[config.mk]
export PLATFORM = sky130hd
export DESIGN_NAME = tdc_thermo_encoder
export DESIGN_NICKNAME = d
export VERILOG_FILES = /design/src/rtl/tdc_thermo_encoder.sv
export SDC_FILE = /design/constraint.sdc
export NUM_CORES = 1
export LEC_CHECK = 0
export CAP_MARGIN = 20
export CORE_MARGIN = 5
export CORE_UTILIZATION = 60
export DETAILED_ROUTE_END_ITERATION = 7
export HOLD_SLACK_MARGIN = 0.06
export PLACE_DENSITY_LB_ADDON = 0.08
export SETUP_SLACK_MARGIN = 0.2
export SLEW_MARGIN = 20
export SYNTH_ARGS = -nofsm -noshare
export SYNTH_HDL_FRONTEND = slang
export SYNTH_SLANG_ARGS = --single-unit
[constraint.sdc]
create_clock -name clk -period 7 [get_ports clk]
set_clock_uncertainty 0.1 [all_clocks]
set_input_delay 1.4 -clock clk [delete_from_list [all_inputs] [get_ports clk]]
set_output_delay 1.4 -clock clk [all_outputs]
set_load 0.01 [all_outputs]
[src/rtl/tdc_thermo_encoder.sv]
// rtl/tdc_thermo_encoder.sv - TDC thermometer hit detect, bubble filter and popcount encoder
// Fixed 4-clock pipeline from tap capture to fine_code/fine_valid.
module tdc_thermo_encoder #(
  parameter int TAPS        = 400,
  parameter int GROUP       = 20,
  parameter int DEAD_CYCLES = 4
) (
  input  logic            clk,
  input  logic            rst_n,
  input  logic [TAPS-1:0] step_data,
  output logic            fine_valid,
  output logic [8:0]      fine_code,
  output logic            fine_ovf,
  output logic [15:0]     hit_cnt
);

  localparam int NP = TAPS / GROUP;
  localparam int NS = (NP + 4) / 5;
  localparam int PW = $clog2(GROUP + 1);
  localparam int SW = $clog2(5 * GROUP + 1);
  localparam int DW = (DEAD_CYCLES > 0) ? $clog2(DEAD_CYCLES + 1) : 1;

  logic [TAPS-1:0] r_s0;
  logic            r_prev0;
  logic [DW-1:0]   r_dead;
  logic [TAPS-1:0] r_b;
  logic            r_hit1, r_ovf1;
  logic [PW-1:0]   r_part [NP];
  logic            r_hit2, r_ovf2;
  logic [SW-1:0]   r_sum [NS];
  logic            r_hit3, r_ovf3;

  logic            w_hit;
  logic [TAPS+1:0] w_ext;
  logic [TAPS-1:0] w_b;
  logic [PW-1:0]   w_part [NP];
  logic [SW-1:0]   w_sum [NS];
  logic [8:0]      w_total;

  assign w_hit = r_s0[0] & ~r_prev0 & (r_dead == '0);

  // Edge taps replicate themselves so the ends of the line never get voted away.
  assign w_ext = {r_s0[TAPS-1], r_s0, r_s0[0]};

  always_comb begin
    w_b = '0;
    for (int i = 0; i < TAPS; i++) begin
      w_b[i] = (w_ext[i] & w_ext[i+1]) | (w_ext[i] & w_ext[i+2]) | (w_ext[i+1] & w_ext[i+2]);
    end
  end

  always_comb begin
    for (int p = 0; p < NP; p++) begin
      w_part[p] = '0;
      for (int k = 0; k < GROUP; k++) begin
        w_part[p] = w_part[p] + PW'(r_b[p*GROUP+k]);
      end
    end
  end

  always_comb begin
    for (int s = 0; s < NS; s++) begin
      w_sum[s] = '0;
      for (int j = 0; j < 5; j++) begin
        if (s * 5 + j < NP) begin
          w_sum[s] = w_sum[s] + SW'(r_part[s*5+j]);
        end
      end
    end
  end

  always_comb begin
    w_total = '0;
    for (int s = 0; s < NS; s++) begin
      w_total = w_total + 9'(r_sum[s]);
    end
  end

  always_ff @(posedge clk or negedge rst_n) begin
    if (!rst_n) begin
      r_s0    <= '0;
      r_prev0 <= 1'b0;
      r_dead  <= '0;
      r_b     <= '0;
      r_hit1  <= 1'b0;
      r_ovf1  <= 1'b0;
      r_hit2  <= 1'b0;
      r_ovf2  <= 1'b0;
      r_hit3  <= 1'b0;
      r_ovf3  <= 1'b0;
      for (int p = 0; p < NP; p++) r_part[p] <= '0;
      for (int s = 0; s < NS; s++) r_sum[s] <= '0;
    end else begin
      r_s0    <= step_data;
      r_prev0 <= r_s0[0];
      if (w_hit) begin
        r_dead <= DW'(DEAD_CYCLES);
      end else if (r_dead != '0) begin
        r_dead <= r_dead - 1'b1;
      end
      r_b    <= w_b;
      r_hit1 <= w_hit;
      r_ovf1 <= r_s0[TAPS-1];
      for (int p = 0; p < NP; p++) r_part[p] <= w_part[p];
      r_hit2 <= r_hit1;
      r_ovf2 <= r_ovf1;
      for (int s = 0; s < NS; s++) r_sum[s] <= w_sum[s];
      r_hit3 <= r_hit2;
      r_ovf3 <= r_ovf2;
    end
  end

  // Output stage holds code/ovf between strobes for the combiner.
  always_ff @(posedge clk or negedge rst_n) begin
    if (!rst_n) begin
      fine_valid <= 1'b0;
      fine_code  <= '0;
      fine_ovf   <= 1'b0;
      hit_cnt    <= '0;
    end else begin
      fine_valid <= r_hit3;
      if (r_hit3) begin
        fine_code <= r_ovf3 ? 9'(TAPS) : w_total;
        fine_ovf  <= r_ovf3;
        hit_cnt   <= hit_cnt + 16'd1;
      end
    end
  end

endmodule

==> summary.md <==
In this run the worst path has a maximum fanout of 2. Dividing the detail-routed wire length by the instance count gives 16.9 µm. After synthesis the netlist holds a flip-flop and latch count of 965. In this run, distinct cell masters in the synthesized netlist total 37. For this run, the post-layout net count is 4425. The total of endpoints with negative setup slack in the final report was 0. The total of warnings raised by yosys was 0; the sequential share of the synthesized area was 57.2%. OpenSTA, run right after detailed placement, puts the worst setup slack at 2820 ps. For the number of I/O pins, the log shows 429. The total overflow left after global routing is 0. Measured along the x axis, the die boundary spans 275 µm.

By area the synthesized netlist is led by dfrtp_1, fa_1, maj3_1, inv_1, ha_1. Area growth from synthesis to final layout: 21.6%. Setup repair after global routing left no endpoint under its margin. The clock root buffer was clkbuf_16. The sort of element at the start of the critical path was a flop.

Leaving out fill and tap cells, the most frequent cell in the layout is dfrtp_1. At the worst endpoint, the required time is 7420 ps. The routed via count was 21.7k. The total standard cell area after synthesis was 42200 µm².

After technology mapping, the gate count stands at 2958. In this run, flip-flops and latches consume 28.1% of the power. Cells with a size suffix above 1 make up 5.24% of the layout.

The floorplan step defined a die boundary enclosing 75800 µm². STA classifies the critical path endpoint as a flop. The worst pin sits at a relative slew slack of 38.3%.

The tightest min-delay check is of the flop to flop type. The run gives 15600 µW as the internal power consumption. The clock network is responsible for 22.4% of the overall power. The run gives 57900 µm as the placed wire-length estimate.

Entering global routing, the biggest net connects 177 pins. The count of input and output buffers is 428, and the peak supply drop is 0.000491 V. Number of slew-limit violations in the final report: 0. STA puts the critical path data arrival time at 4610 ps. The total setup buffers inserted after CTS is 0, and the final critical-path share of the clock period is 59.9%. The logs give 97 for the count of standard-cell rows and 965 for the count of clock tree sinks. The run finished with clean final reports. In this run the biggest area consumer among cell types represents 57.2% of the synthesized area.

The tool flagged a number of max-cap violations equal to 0. The number of cells upsized or downsized after cts came out at 0. The logs give 76400 µm for the total wire length and 640 ps for the clock latency on the worst-skew pair.

Summed over all cells, the static leakage comes to 0.0246 µW. The number of nets handed over by synthesis was 3893. The number of global-route vias before repair was 25.1k; the power density over the cells was 480 nW/µm². After routing, the total negative slack on setup checks comes to 0 ps. Portion of total power attributed to combinational logic: 49.5%. Counting along the longest clock path gives a buffer depth of 3. Once detail routing completed, the nets flagged for antenna violations numbered 0. From bottom edge to top edge, the die measures 275 µm.

The run gives 0 as the number of buffers added to fix hold violations after cts. The first global-routing pass estimated 127000 µm of wire. The switching share of power was 36.8%. The number of hold violations in the final report was 0; the maximum operating frequency was 239 MHz.

The H-tree generated during clock tree synthesis spans 3 levels. The run gives 0.823 as the final estimated routing congestion in global placement. The number of antenna violations at the first check in global routing was 7; the number of vias per cell was 4.80.

The critical path is of the flop to flop type. TritonCTS built the clock tree. For the pin with the worst max-slew slack, the measured transition is 925 ps.

Leaving out fill and tap cells, the most frequent cells in the layout are dfrtp_1, inv_1, clkdlybuf4s50_1. Clock-pin slew was measured on the worst setup and hold paths at 60 ps. The core footprint was 69900 µm²; the worst-case setup margin in the final layout was 2810 ps. After the first detailed-routing iteration, the DRC count stood at 900.

The mean instance size in the synthesized netlist is 14.3 µm², and the residual DRC count is 0. The biggest area contributor in the post-synthesis netlist is dfrtp_1. Counting I/O delays and the setup requirement, the final critical path takes 4190 ps. For this design the total switching power over the nets is 9070 µW. The number of optimization iterations in the first detailed-route pass was 4. The initial cell density of the core is 60.4%, and the total routing usage reported by global routing is 21.2%. TritonCTS created 98 clock buffers.
power groups by stage:
stage / clock network [µW] / logic (µW) / registers, µW
finish: 5520 / 12200 / 6930
floorplan: 0 / 9060 / 6930
CTS: 5660 / 12500 / 6950
global route: 5890 / 14200 / 7010
detailed placement: 0 / 12300 / 7040
global placement: 0 / 11800 / 7030
cells by family (layout without fill, tap and decap cells):
logic type      Yosys count  count (layout)  synth area share, %
fa+ha+maj               931             931                 31.4
compound gates          127             127                 1.90
flops                   965             965                 57.2
mux                       1               1               0.0267
simple gates             72              72                0.936
xor+xnor                 73              73                 1.51
buf+inv                 789            1403                 7.02
other cells               0               4                    0
routing by layer:
metal / part of all wire, % / GRT usage, % / up-vias
li1: - / - / 10000
met1: 41 / 28.7 / 11100
met2: 50 / 35.5 / 407
met3: 5.6 / 4.78 / 132
met4: 2.6 / 5.84 / 8
met5: 0.071 / 0 / -
metrics by stage:
step	hold slack [ps]	util, %	power (µW)	instance area [µm²]	std cells
after floorplan	231	-	16000	42200	2958
after global placement	236	68.4	18800	47800	4330
after detailed placement	235	68.4	19300	47800	4330
after CTS	248	73.4	25100	51300	4512
after global routing	257	73.5	27100	51300	4513
final	246	73.5	24600	51400	4516
cells in the mapped netlist (all sizes together):
master,number
nand2b,10
inv,785
o31ai,1
and2b,1
o22ai,1
mux2,1
nand4,6
ha,183
a31oi,2
fa,350
a211oi,7
o221ai,1
a31o,3
o21bai,13
nand3,5
clkbuf,2
o21ai,19
maj3,398
xor2,21
a21oi,43
nand2,10
xnor2,52
o21a,1
nor3,4
or4,2
buf,2
o211a,1
o32ai,1
and2,1
nor2b,16
a21o,33
nor2,12
o2111ai,1
dfrtp,965
nor3b,4
and3,1
path summary, 6_finish.rpt:
kind | from | to | slack, ps | cells after the start
max | r_b[260]$_DFF_PN0_ | r_part[34]$_DFF_PN0_ | 2810 | 11
min reg2reg | r_hit2$_DFF_PN0_ | r_hit3$_DFF_PN0_ | 250 | 0
min | r_hit2$_DFF_PN0_ | r_hit3$_DFF_PN0_ | 250 | 0
max in group asynchronous | rst_n | r_s0[223]$_DFF_PN0_ | 4620 | 2
min in group asynchronous | rst_n | r_s0[392]$_DFF_PN0_ | 720 | 1
max reg2reg | r_b[260]$_DFF_PN0_ | r_part[34]$_DFF_PN0_ | 2810 | 11
registers in the layout (all words and copies together) (netlist names), 3 cells and up:
| signal | flops |
|---|---|
| fine_code | 9 |
| hit_cnt | 16 |
| r_b | 400 |
| r_dead | 3 |
| r_part | 100 |
| r_s0 | 400 |
| r_sum | 28 |
worst max-delay path, stage by stage, from the launching register on:
cell,delay (ps)
dfrtp_1,380
fa_1,530
inv_1,50
fa_1,480
fa_1,560
fa_1,450
fa_1,490
inv_1,50
ha_1,200
fa_1,420
a21o_1,190
a21o_1,160
cell type report:
type                            instances  area, µm²
Tap cell                              940       1180
Multi-Input combinational cell       1204      15100
Inverter                              785       2950
Antenna cell                            4       10.0
Timing Repair Buffer                  436       4420
Fill cell                            4522      18600
Sequential cell                       965      24100
Clock inverter                         48        639
Clock buffer                          134       2880
(Power assumes the default switching activity.)
